**config.mk**
```make
export PLATFORM = sky130hd
export DESIGN_NAME = bios_program_loader
export DESIGN_NICKNAME = d
export VERILOG_FILES = /design/src/rtl/bios_pkg.sv /design/src/rtl/bios_program_loader.sv
export SDC_FILE = /design/constraint.sdc
export NUM_CORES = 1
export LEC_CHECK = 0
export CAP_MARGIN = 20
export CORE_MARGIN = 1.5
export CORE_UTILIZATION = 44
export CTS_BUF_LIST = sky130_fd_sc_hd__clkbuf_8
export DETAILED_ROUTE_END_ITERATION = 8
export GPL_ROUTABILITY_DRIVEN = 0
export PLACE_DENSITY = 0.76
export SLEW_MARGIN = 20
export SYNTH_ARGS = -nofsm -noshare
export SYNTH_HDL_FRONTEND = slang
export SYNTH_SLANG_ARGS = --single-unit
```
**constraint.sdc**
```tcl
create_clock -name clk -period 2.45 [get_ports clk]
set_input_delay 0.49 -clock clk [delete_from_list [all_inputs] [get_ports clk]]
set_output_delay 0.49 -clock clk [all_outputs]
set_load 0.02 [all_outputs]
```
**src/rtl/bios_pkg.sv**
```systemverilog
// Shared definitions for the BIOS program loader: state encoding, HALT opcode,
// fetch-select encoding and default widths.
package bios_pkg;

  localparam int unsigned DefDataWidth    = 32;
  localparam int unsigned DefMemAddrWidth = 10;
  localparam int unsigned DefSrcAddrWidth = 16;
  localparam int unsigned DefMaxWords     = 1024;

  localparam logic [5:0] HaltOpcode = 6'b011101;

  // Fetch mux select carried on handoff.
  localparam logic SelBios   = 1'b0;
  localparam logic SelMemory = 1'b1;

  typedef enum logic [2:0] {
    StIdle,
    StReq,
    StWait,
    StWrite,
    StDone,
    StHanded,
    StError
  } loader_state_e;

endpackage

```
**src/rtl/bios_program_loader.sv**
```systemverilog
// Copies a program image from storage into instruction memory, then hands fetch over to memory.
// Optional build macro LOADER_HALT_STOP_EN: a word carrying the HALT opcode ends the copy early.
module bios_program_loader
  import bios_pkg::*;
#(
  parameter int unsigned DATA_WIDTH     = DefDataWidth,
  parameter int unsigned MEM_ADDR_WIDTH = DefMemAddrWidth,
  parameter int unsigned SRC_ADDR_WIDTH = DefSrcAddrWidth,
  parameter int unsigned MAX_WORDS      = DefMaxWords
) (
  input  logic                      clk,
  input  logic                      rst,
  input  logic                      start,
  input  logic [SRC_ADDR_WIDTH-1:0] base_addr,
  input  logic [MEM_ADDR_WIDTH:0]   word_count,
  output logic                      src_rd_en,
  output logic [SRC_ADDR_WIDTH-1:0] src_addr,
  input  logic [DATA_WIDTH-1:0]     src_data,
  input  logic                      src_valid,
  output logic                      mem_wr_en,
  output logic [MEM_ADDR_WIDTH-1:0] mem_addr,
  output logic [DATA_WIDTH-1:0]     mem_wr_data,
  output logic                      busy,
  output logic                      done,
  output logic                      handoff,
  output logic                      core_rst,
  output logic                      error
);

  localparam int unsigned CntW = MEM_ADDR_WIDTH + 1;

  loader_state_e             state_q, state_d;
  logic [SRC_ADDR_WIDTH-1:0] base_q, base_d;
  logic [CntW-1:0]           count_q, count_d;
  logic [CntW-1:0]           index_q, index_d;
  logic [DATA_WIDTH-1:0]     data_q, data_d;
  logic                      count_ok;
  logic                      last_word;
  logic                      halt_word;

  assign count_ok  = (word_count != '0) && (32'(word_count) <= MAX_WORDS);
  assign last_word = (index_q == count_q - CntW'(1));

`ifdef LOADER_HALT_STOP_EN
  assign halt_word = (data_q[DATA_WIDTH-1 -: 6] == HaltOpcode);
`else
  assign halt_word = 1'b0;
`endif

  always_ff @(posedge clk or negedge rst) begin
    if (!rst) begin
      state_q <= StIdle;
      base_q  <= '0;
      count_q <= '0;
      index_q <= '0;
      data_q  <= '0;
    end else begin
      state_q <= state_d;
      base_q  <= base_d;
      count_q <= count_d;
      index_q <= index_d;
      data_q  <= data_d;
    end
  end

  always_comb begin
    state_d     = state_q;
    base_d      = base_q;
    count_d     = count_q;
    index_d     = index_q;
    data_d      = data_q;
    src_rd_en   = 1'b0;
    src_addr    = base_q + SRC_ADDR_WIDTH'(index_q);
    mem_wr_en   = 1'b0;
    mem_addr    = index_q[MEM_ADDR_WIDTH-1:0];
    mem_wr_data = data_q;
    busy        = 1'b0;
    done        = 1'b0;
    handoff     = SelBios;
    core_rst    = 1'b0;
    error       = 1'b0;

    unique case (state_q)
      StIdle, StError: begin
        error = (state_q == StError);
        if (start) begin
          if (count_ok) begin
            base_d  = base_addr;
            count_d = word_count;
            index_d = '0;
            state_d = StReq;
          end else begin
            state_d = StError;
          end
        end
      end
      StReq: begin
        busy      = 1'b1;
        src_rd_en = 1'b1;
        state_d   = StWait;
      end
      StWait: begin
        busy = 1'b1;
        if (src_valid) begin
          data_d  = src_data;
          state_d = StWrite;
        end
      end
      StWrite: begin
        busy      = 1'b1;
        mem_wr_en = 1'b1;
        if (last_word || halt_word) begin
          state_d = StDone;
        end else begin
          index_d = index_q + CntW'(1);
          state_d = StReq;
        end
      end
      StDone: begin
        done     = 1'b1;
        core_rst = 1'b1;
        handoff  = SelMemory;
        state_d  = StHanded;
      end
      StHanded: begin
        handoff = SelMemory;
      end
      default: state_d = StIdle;
    endcase
  end

endmodule
```
==> flow_summary.ini <==
[worst_setup_path]
setup.worst_path.start_class = flop
cp_max_fo = 5
cp_top_family = adder cells
cp.required_ns = 1.96
crit_chain = ha_4 > inv_2 > fa_2 > nor2b_1 > o21a_1 > o21ai_2 > a211oi_2 > buf_4 > nand4b_1 > nand4b_1 > buf_4
critical_path_class = reg -> out
worst_setup_path_end_kind = output pin
worstRegToRegCells = 9
critPathMaxStageDelay_ns = 0.40
cp_data_arrival_time_ns = 2.44
timing.rr.start = count_q[0]$_DFFE_PN0P_
rrSetupSlack_ns = -0.13
crit_slowest_cell = dfrtp_1
reg2reg_to = index_q[7]$_DFFE_PN0P_
path_buf_inv = 3

[detailed_routing]
drtIter0Drc = 115
wire_per_inst_um = 15.65
first_pass_iters = 4
ant_nets = 0
drt_wl_total_mm = 11.49
viasPerCell = 5.256
vias = 3858
drc_errors = 0

[yosys]
synth_edf_count = 0
synth_flop_cell = dfrtp_1
synth.top_cell.area_share_pct = 44.35
yosysMostFrequentCell = nand2_1
synth_cell_types = 52
synth_area_per_cell_sq_um = 9.535
syn_inst = 432
yosysSeqAreaShare_pct = 44.35
synth.largest_area_cell = dfrtp_1
async_flop_share_pct = 100.0
yosysWarnings = 0
synth_seq_cells = 73
syn_nets = 509
yosys-top-cells-area = dfrtp_1 44%, mux2_2 8.7%, nand2_1 8.1%, xnor2_1 4.0%, ha_1 3.9%
netlist_area_sq_um = 4119
ys_top_cells_by_count = 89 x nand2_1, 73 x dfrtp_1, 32 x mux2_2

[clock_network]
clock_sinks = 73
numCtsBuffers = 9
clk_latency_ns = 0.36
htreeDepth = 3
clk_pin_slew_worst_paths_ns = 0.09
hold_buffers = 0
tritoncts = yes
clk_root_buffer_cell = clkbuf_8
clk_path_buf_depth = 2

[timing]
setup_violations = 24
relSlewSlack_pct = 62.75
rsz0062_at_grt = yes
finalMaxSlewViolations = 0
tightest_slew_ns = 0.5587
fin_tns_setup_ns = -5.158
post-route-period-util_pct = 119.5
period_needed_ns = 2.929
fmax_ghz = 0.3414
finalClockSkew_ns = 0.009102
setup_ws_ns = -0.4787
hold_violations = 0

[floorplanning]
die_y_um = 99.76
ios = 128
die_w_um = 99.76
design.die.area_sq_um = 9951
start_util_pct = 45.00
std_cell_rows = 35
fp.coreArea_sq_um = 9153

[layout]
synthToLayoutAreaGrowth_pct = 57.93
layout-drive-gt1-share_pct = 31.62
final_nets = 695
final_area_sq_um = 6505
n_antenna_cell = 0
fin_util_pct = 71.07

[global_routing]
grt_max_degree = 45
grt_pass1_wl_mm = 18.43
grt_usage_pct = 23.21
grt_antenna_before_repair = 0
grt_pass1_vias = 4060
grt.overflow.total = 0

[flow_run]
maxCapViolCount = 0

[place]
pre_cts_ws_ns = -0.7029
place_area_sq_um = 5926
port-buffer-count = 127
dp_hpwl_mm = 8.191

[status]
status = complete, but fails checks
violations = negative setup slack

[power]
leakagePower_nw = 3.040
power_density_nw_per_um2 = 440.1
vdd_drop_max_v = 0.0002806
total_power_mw = 2.863

[hold_path]
worstHoldPathType = in -> async
[cells by family (layout without fill, tap and decap cells)]
family                     after synthesis  after routing  share of synthesized area, %
and+or+nand+nor                        175            175                         20.08
xor gates and xnor gates                26             26                         5.529
AOI/OAI and AO/OA                       59             59                         9.204
DFF                                     73             73                         44.35
muxes                                   43             43                         11.45
buffers and inverters                   42            233                         4.952
adders and majority gates               14             14                         4.435
[metal layers]
layer	global-route usage, %	share of wire [%]	vias up
met3	7.730	7.3	18
met2	38.98	50	132
met4	8.884	1.9	0
met1	27.53	41	1847
met5	0	0	-
li1	-	-	1861
[placed cells by master, fill, tap and decap left out, drive strengths merged, types with 4 or more instances in the layout]
cell and instances:
and3 5, nor2b 4, o21ai 22, a21oi 11, ha 13, mux2 33
nor2 19, nand3 8, nor3 14, buf 91, xor2 7, clkbuf 10
xnor2 19, mux2i 10, clkdlybuf4s50 111, nand2 89, nand4 4, dfrtp 73
inv 17, a211oi 4, nor3b 4, nand2b 6
[worst max path at each step]
| stage | cells past startpoint | slack (ns) | from | endpoint |
|---|---|---|---|---|
| floorplan | 7 | -0.06 | index_q[1]$_DFFE_PN0P_ | src_addr[13] |
| global placement | 11 | -0.62 | index_q[0]$_DFFE_PN0P_ | src_addr[10] |
| detailed placement | 11 | -0.70 | index_q[0]$_DFFE_PN0P_ | src_addr[10] |
| CTS | 11 | -0.50 | base_q[0]$_DFFE_PN0P_ | src_addr[12] |
| global route | 10 | -0.60 | index_q[0]$_DFFE_PN0P_ | src_addr[13] |
| finish | 11 | -0.48 | base_q[0]$_DFFE_PN0P_ | src_addr[12] |
[sequential cells by signal, indices dropped and copies added (netlist names)]
name and count:
count_q 11, base_q 16, mem_wr_data 32, state_q 3, index_q 11
[what timing repair did]
action / 4_1_cts / 5_1_grt
endpoints found under the setup margin: 49 / 48
buffers inserted: 9 / 6
pin swaps: 34 / 20
gates resized for setup: 113 / 32
cloned: 1 / 0
[report_power, final]
part / leakage, nW / internal, mW / switching (mW)
Clock: 0.100 / 0.492 / 0.534
Sequential: 0.932 / 1.23 / 0.0212
Combinational: 2.01 / 0.314 / 0.277
[final cells by class]
type,count,area (sq um)
inverter,13,48.80
fill,669,2648
clock buffer,9,123.9
multi-input combinational,317,2425
timing repair buffer,204,1854
clock inverter,7,85.08
tap,111,138.9
sequential,73,1829
[stage by stage]
step	hold slack (ns)	std cells
after CTS	0.1440	728
after global routing	0.1631	734
after floorplan	0.1944	432
after detailed placement	0.4670	702
after global placement	0.4626	702
final	0.1387	734
No activity file was read; power rests on OpenSTA's default activity.
